File: config.mk
export PLATFORM = sky130hd
export DESIGN_NAME = exe_divider
export DESIGN_NICKNAME = d
export VERILOG_FILES = /design/src/rtl/exe_divider.sv
export SDC_FILE = /design/constraint.sdc
export NUM_CORES = 1
export LEC_CHECK = 0
export BUFFER_PORTS_ARGS = -buffer_cell sky130_fd_sc_hd__buf_2
export CAP_MARGIN = 20
export CORE_UTILIZATION = 40
export CTS_BUF_LIST = sky130_fd_sc_hd__clkbuf_8
export DETAILED_ROUTE_END_ITERATION = 7
export HOLD_SLACK_MARGIN = 0.08
export MAX_ROUTING_LAYER = met4
export PLACE_DENSITY = 0.68
export SYNTH_ARGS = -nofsm -noshare
export SYNTH_HDL_FRONTEND = slang
export SYNTH_SLANG_ARGS = --single-unit
File: constraint.sdc
create_clock -name clk -period 3.6 [get_ports clk]
set_clock_uncertainty 0.2 [all_clocks]
set_input_delay 0.36 -clock clk [delete_from_list [all_inputs] [get_ports clk]]
set_output_delay 0.36 -clock clk [all_outputs]
set_load 0.1 [all_outputs]
File: src/rtl/exe_divider.sv
// Iterative RV64M divider for the execute stage: DIV/DIVU/REM/REMU and *W variants.
// Restoring radix-2, one quotient bit per cycle; divide-by-zero and signed overflow bypass the loop.
module exe_divider #(
  parameter int XLEN = 64
) (
  input  logic            clk,
  input  logic            rst,
  input  logic            start_i,
  input  logic            signed_i,
  input  logic            rem_i,
  input  logic            word_i,
  input  logic            flush_i,
  input  logic [XLEN-1:0] rs1_data_i,
  input  logic [XLEN-1:0] rs2_data_i,
  output logic            stall_req_o,
  output logic            done_o,
  output logic [XLEN-1:0] result_o,
  output logic            busy_o
);

  // Handshake: start_i is accepted only in IDLE (and never alongside flush_i); the op then
  // owns the unit until done_o pulses for one cycle with result_o valid. stall_req_o holds
  // the pipeline from the accepting cycle until DONE, where it drops so the pipe advances.

  localparam int CW = $clog2(XLEN);
  localparam logic [CW-1:0] CNT_FULL = CW'(XLEN - 1);
  localparam logic [CW-1:0] CNT_WORD = CW'(31);

  typedef enum logic [1:0] {
    IDLE = 2'd0,
    CALC = 2'd1,
    FIX  = 2'd2,
    DONE = 2'd3
  } state_t;

  state_t state, state_d;

  logic [XLEN-1:0] quo_q;
  logic [XLEN-1:0] rem_q;
  logic [XLEN-1:0] div_q;
  logic [CW-1:0]   cnt_q;
  logic            sign_q_q;
  logic            sign_r_q;
  logic            rem_op_q;
  logic            word_op_q;
  logic [XLEN-1:0] result_q;

  function automatic logic [XLEN-1:0] sext_w(input logic [XLEN-1:0] v);
    return {{(XLEN-32){v[31]}}, v[31:0]};
  endfunction

  // Operand preparation and special-case detection, evaluated from the live inputs in IDLE.
  logic [XLEN-1:0] a_ext, b_ext, a_abs, b_abs, min_n, spec_val;
  logic            a_neg, b_neg, div_zero, ovf, special, accept;

  always_comb begin
    a_ext = rs1_data_i;
    b_ext = rs2_data_i;
    if (word_i) begin
      a_ext = signed_i ? sext_w(rs1_data_i) : {{(XLEN-32){1'b0}}, rs1_data_i[31:0]};
      b_ext = signed_i ? sext_w(rs2_data_i) : {{(XLEN-32){1'b0}}, rs2_data_i[31:0]};
    end
    a_neg    = signed_i & (word_i ? rs1_data_i[31] : rs1_data_i[XLEN-1]);
    b_neg    = signed_i & (word_i ? rs2_data_i[31] : rs2_data_i[XLEN-1]);
    a_abs    = a_neg ? -a_ext : a_ext;
    b_abs    = b_neg ? -b_ext : b_ext;
    min_n    = word_i ? {{(XLEN-31){1'b1}}, 31'b0} : {1'b1, {(XLEN-1){1'b0}}};
    div_zero = (b_ext == '0);
    ovf      = signed_i & (a_ext == min_n) & (&b_ext);
    special  = div_zero | ovf;
    if (div_zero) begin
      spec_val = rem_i ? a_ext : '1;
    end else begin
      spec_val = rem_i ? '0 : a_ext;
    end
    if (word_i) begin
      spec_val = sext_w(spec_val);
    end
    accept = (state == IDLE) & start_i & ~flush_i;
  end

  // One restoring step: shift the next dividend bit in, keep the trial difference if non-negative.
  logic [XLEN:0]   shifted, trial;
  logic            q_bit;
  logic [XLEN-1:0] q_fix, r_fix, fix_val;

  always_comb begin
    shifted = {rem_q, quo_q[XLEN-1]};
    trial   = shifted - {1'b0, div_q};
    q_bit   = ~trial[XLEN];
    q_fix   = sign_q_q ? -quo_q : quo_q;
    r_fix   = sign_r_q ? -rem_q : rem_q;
    fix_val = rem_op_q ? r_fix : q_fix;
    if (word_op_q) begin
      fix_val = sext_w(fix_val);
    end
  end

  always_comb begin
    state_d = state;
    case (state)
      IDLE: begin
        if (start_i) begin
          state_d = special ? DONE : CALC;
        end
      end
      CALC: begin
        if (cnt_q == '0) begin
          state_d = FIX;
        end
      end
      FIX:     state_d = DONE;
      DONE:    state_d = IDLE;
      default: state_d = IDLE;
    endcase
    if (flush_i) begin
      state_d = IDLE;
    end
  end

  always_ff @(posedge clk) begin
    if (rst) begin
      state <= IDLE;
    end else begin
      state <= state_d;
    end
  end

  always_ff @(posedge clk) begin
    if (rst) begin
      quo_q     <= '0;
      rem_q     <= '0;
      div_q     <= '0;
      cnt_q     <= '0;
      sign_q_q  <= 1'b0;
      sign_r_q  <= 1'b0;
      rem_op_q  <= 1'b0;
      word_op_q <= 1'b0;
      result_q  <= '0;
    end else if (accept) begin
      // Word ops park the 32-bit dividend in the top half so MSB-first shifting still works.
      quo_q     <= word_i ? {a_abs[31:0], {(XLEN-32){1'b0}}} : a_abs;
      rem_q     <= '0;
      div_q     <= b_abs;
      cnt_q     <= word_i ? CNT_WORD : CNT_FULL;
      sign_q_q  <= a_neg ^ b_neg;
      sign_r_q  <= a_neg;
      rem_op_q  <= rem_i;
      word_op_q <= word_i;
      if (special) begin
        result_q <= spec_val;
      end
    end else if (!flush_i) begin
      if (state == CALC) begin
        rem_q <= q_bit ? trial[XLEN-1:0] : shifted[XLEN-1:0];
        quo_q <= {quo_q[XLEN-2:0], q_bit};
        cnt_q <= cnt_q - 1'b1;
      end else if (state == FIX) begin
        result_q <= fix_val;
      end
    end
  end

  assign stall_req_o = ~flush_i & (((state == IDLE) & start_i) | (state == CALC) | (state == FIX));
  assign done_o      = ~flush_i & (state == DONE);
  assign busy_o      = (state != IDLE);
  assign result_o    = result_q;

endmodule

# After elaboration in Yosys (flattened, before gate mapping)
# Cells that the tools add are included.
# totals
ram_bits	0
out_inout_bits	67
input_bits	135
memories	0
latchBits	0
ff_bits	268
romBits	0
# classes
magnitude_cmp	0
n_eq_ne	9
n_mux	35
bitwise_logic	14
add_sub_neg	6
div_mod_pow	0
n_reduce_logical	13
shift	0
multipliers	0
# op_table
op	count
two-way mux 64 bit	24
negation 64 bit	4
subtractor 65 x 64 -> 65 bit	1
equality test 64 bit	1
zero test 64 bit	1
AND reduction 64 bit	1
two-way mux 63 bit	1
two-way mux 6 bit	4
AND 1 bit	8
!= test 2 bit (second input constant)	4
case mux 2 bit (4 select lines)	1
zero test 6 bit	1
two-way mux 2 bit	3
AND reduction 2 bit	3
nonzero test 2 bit	3
subtractor 6 x 1 -> 6 bit (second input constant)	1
equality test 2 bit (second input constant)	2
AND reduction 4 bit	1
OR reduction 2 bit	2
OR 1 bit	3
equality test 2 x 1 -> 1 bit (second input constant)	1
zero test 2 bit	1
two-way mux 1 bit	2
!= test 2 x 1 -> 1 bit (second input constant)	1
other kinds (2)	3

# Logic depth before layout (Yosys ltp)
# depth
ltp_word	9
ltp_mapped	14

# Worst setup path before layout
# Ideal clock, no wire load.
# synth_path
path_type	reg2reg
from	register rem_q[60]
to	register rem_q[1]
stages_incl_launch_ff	13
slack_ns	0.089
setup_time_ns	0.117
path_buffers	3
required_time_ns	3.283
arrival_ns	3.194
path_cell_list	dfxtp_1 > ha_1 > clkbuf_1 > nand4_1 > or4_1 > o21ai_0 > nor3_1 > a211oi_1 > or2_2 > clkbuf_1 > clkbuf_1 > o21ai_0 > a22o_1
# synth_via
elab_chain_len	2
# synth_rtl
item	line	text
start: declaration	39	logic [XLEN-1:0] rem_q;
start signal: assignment	155	rem_q <= q_bit ? trial[XLEN-1:0] : shifted[XLEN-1:0];
subtractor 65 x 64 -> 65 bit	89	trial = shifted - {1'b0, div_q};
two-way mux 64 bit	155	
# Every way passes these cells.
# A chain may end at the register's enable or synchronous reset.

# Worst setup path after layout
# layout_path
from	register rem_q[30]
to	register result_q[39] (netlist: result_o[39])
# layout_via
elab_chain_len	8
# layout_rtl
item	line	text
negation 64 bit	92	r_fix = sign_r_q ? -rem_q : rem_q;
two-way mux 64 bit	92	
two-way mux 64 bit	93	fix_val = rem_op_q ? r_fix : q_fix;
two-way mux 64 bit	94	if (word_op_q) begin
two-way mux 64 bit	158	end else if (state == FIX) begin
two-way mux 64 bit	154	if (state == CALC) begin
two-way mux 64 bit	153	end else if (!flush_i) begin
two-way mux 64 bit	140	end else if (accept) begin
end signal: assignment	151	result_q <= spec_val;
end signal: assignment	159	result_q <= fix_val;
end: declaration	46	logic [XLEN-1:0] result_q;
# Every way passes these cells. The select of a mux whose other input is x is not followed.

==> qor.txt <==
I/O Pins = 202
gr usage total = 34.07%
Mapped Area = 0.02368 mm^2
Final Net Count = 4060
Final Cycle Share = 98.86%
reg2reg end = result_o[39]$_SDFFE_PP0P_
slew at the pin with the worst max-slew slack = 0.9277 ns
CTS H-tree lvls = 2
die height = 245.3 um
CTS tree = yes
crit path launch type = flop
layout cells sized above 1 = 20.29%
Post-synth top cells = 376 x nand2_1, 352 x a21oi_1, 313 x nor2_1, 268 x dfxtp_1, 244 x o21ai_0
HP Class = in2reg
total grt overflow = 0
P&R area growth vs syn = 28.97%
count leader, synth = nand2_1
number of distinct library cells after synthesis = 85
WHS Path Cells = 6
final setup violation count = 0
number of synthesized flops with an enable pin = 0
Worst EP required = 3.95 ns
crit path DAT = 3.91 ns
Core Util, Final = 52.54%
worst-path fanout max = 6
vias per inst = 6.090
Num CTS Buffers = 51
worst r2r src = rem_q[30]$_SDFFE_PP0P_
hold wc startpoint = rs1_data_i[14]
Antenna Nets Post-Route = 0
gpl congestion = 1.026
# clock sinks = 268
multi-input logic area = 0.01718 mm^2
FFs w/ async S/R, synth = 0%
YS warnings = 0
standard-cell row count = 88
vias post-DR = 28363
Worst Hold Slack = 0.1203 ns
Bufs on Longest Clock Path = 3
DRT iter0 DRCs = 3377
Final HPWL DP = 78780 um
# DRC = 0
FF+latch area = 0.005371 mm^2
cell area after layout = 0.03054 mm^2
Post-synth top flop = dfxtp_1
syn_nets = 3548
status = finished clean
final WL = 103800 um
Pwr per Cell Area = 402.2 mW/mm^2
Post-Syn Instances = 3336
Critical Path End Type = flop
Final min period = 3.559 ns
Relative slew margins = 38.15%
Worst-Skew Late Latency = 0.69 ns
area leader, netlist = dfxtp_1
RSZ-0062 raised after global routing = true
first-pass GRT wire length = 155800 um
hold endpoint = quo_q[14]$_SDFFE_PP0P_
Syn Area/Cell = 7.099 um^2
Leak = 0.01244 uW
Setup CP Type = reg2reg
top cells by area, synth = dfxtp_1 23%, a21oi_1 7.4%, nand2_1 6.0%
fmax = 0.2810 GHz
Final Max Tran Viols = 0
sequential area share after synthesis = 22.66%
Max Cap Viol = 0
post-synth top area share = 22.66%
CTS root buf = clkbuf_8
vias in the first global route = 26445
drt wl/cell = 22.28 um
die area = 0.06018 mm^2
TritonRoute pass-1 iters = 6
fillers = 5779
reg2reg setup slack = 0.04 ns
count of input and output buffers = 201
initial antenna violation count = 2
setup TNS = 0 ns
DP Area = 0.02788 mm^2
Horiz. Die Dim = 245.3 um
Initial Util = 40.73%
largest net degree at the start of global routing = 108
VDD IR max = 0.0003301 V
#FFs+latches synth = 268
Register-to-Register Path Depth = 10
Clock transition at path regs = 0.07 ns
endpoints failing hold = 0
core area = 0.05814 mm^2
## per-layer routing
metal	vias up	share of wire (%)	global-route usage [%]
li1	13234	-	-
met3	235	11	7.301
met5	-	0	-
met2	1533	43	50.43
met4	0	4.1	13.14
met1	13361	43	44.95
## worst max-delay path, stage by stage (launching register included)
cell and delay (ns):
dfxtp_1 0.34, buf_4 0.17, or4_1 0.55, or3_4 0.38
or4_1 0.46, o41ai_2 0.33, xor2_1 0.22, nand2_1 0.08
o211ai_1 0.21, nand2_1 0.19, a32o_1 0.29
## placed cells by master, fill, tap and decap left out, types with 76 or more instances in the layout
cell type and n:
ha_1 76, nand2_1 376, o21ai_0 238, xnor2_1 156
buf_2 199, dfxtp_1 265, buf_4 384, inv_1 130
nor2_1 306, dlygate4sd3_1 105, a21oi_1 349, xor2_1 127
a211oi_1 95
## cell type report
class                   count  share of cell area (%)
multi-input cells        2691                   56.25
diodes                      4                 0.03277
well taps                 765                   3.134
flip-flops and latches    268                   17.59
clock inverters            30                  0.9504
repair buffers            713                   17.69
inverters                 123                   1.512
clock buffers              63                   2.839
## cells by family after synthesis
family / share of synthesized area (%)
flops: 22.66
simple gates: 22.61
mux: 2.710
fa+ha+maj: 5.622
xor+xnor: 10.50
compound gates: 29.77
buf+inv: 6.129
## flip-flops by register name, indices dropped and copies added (netlist names)
register / cells
sign_r_q: 1
rem_q: 64
word_op_q: 1
quo_q: 64
rem_op_q: 1
result_o: 64
sign_q_q: 1
state: 2
div_q: 64
cnt_q: 6
## what timing repair did
action	CTS	global route
gates cloned	0	2
hold buffers	105	0
setup endpoints to repair	36	126
gates resized for setup	8	61
pin swaps	1	14
buffers inserted	0	12
endpoints found under the hold margin	118	0
## power breakdown
| part | total, uW | switching, uW | internal (uW) |
|---|---|---|---|
| clock network | 3530 | 1570 | 1960 |
| logic | 5450 | 3290 | 2160 |
| registers | 3300 | 164 | 3140 |
## per-stage QoR
stage	instances	setup slack (ns)	total power [uW]
after CTS	4639	-0.001568	11990
after global routing	4655	-0.08377	12820
after detailed placement	4441	-0.6543	8367
final	4657	0.04088	12280
after global placement	4441	-0.5587	8358
after floorplan	3336	0.08905	6455
## how the worst max path moves through the flow
| stage | from | endpoint | slack, ns | cells past startpoint |
|---|---|---|---|---|
| 2_1_floorplan | rem_q[60]$_SDFFE_PP0P_ | rem_q[1]$_SDFFE_PP0P_ | 0.09 | 12 |
| 3_3_place_gp | word_i | result_o[58]$_SDFFE_PP0P_ | -0.56 | 12 |
| 3_5_place_dp | word_i | result_o[54]$_SDFFE_PP0P_ | -0.65 | 12 |
| 4_1_cts | quo_q[63]$_SDFFE_PP0P_ | rem_q[16]$_SDFFE_PP0P_ | -0.002 | 13 |
| 5_1_grt | div_q[1]$_SDFFE_PP0P_ | rem_q[43]$_SDFFE_PP0P_ | -0.08 | 13 |
| 6_report | rem_q[30]$_SDFFE_PP0P_ | result_o[39]$_SDFFE_PP0P_ | 0.04 | 10 |
Power figures use the tool's default switching activity.
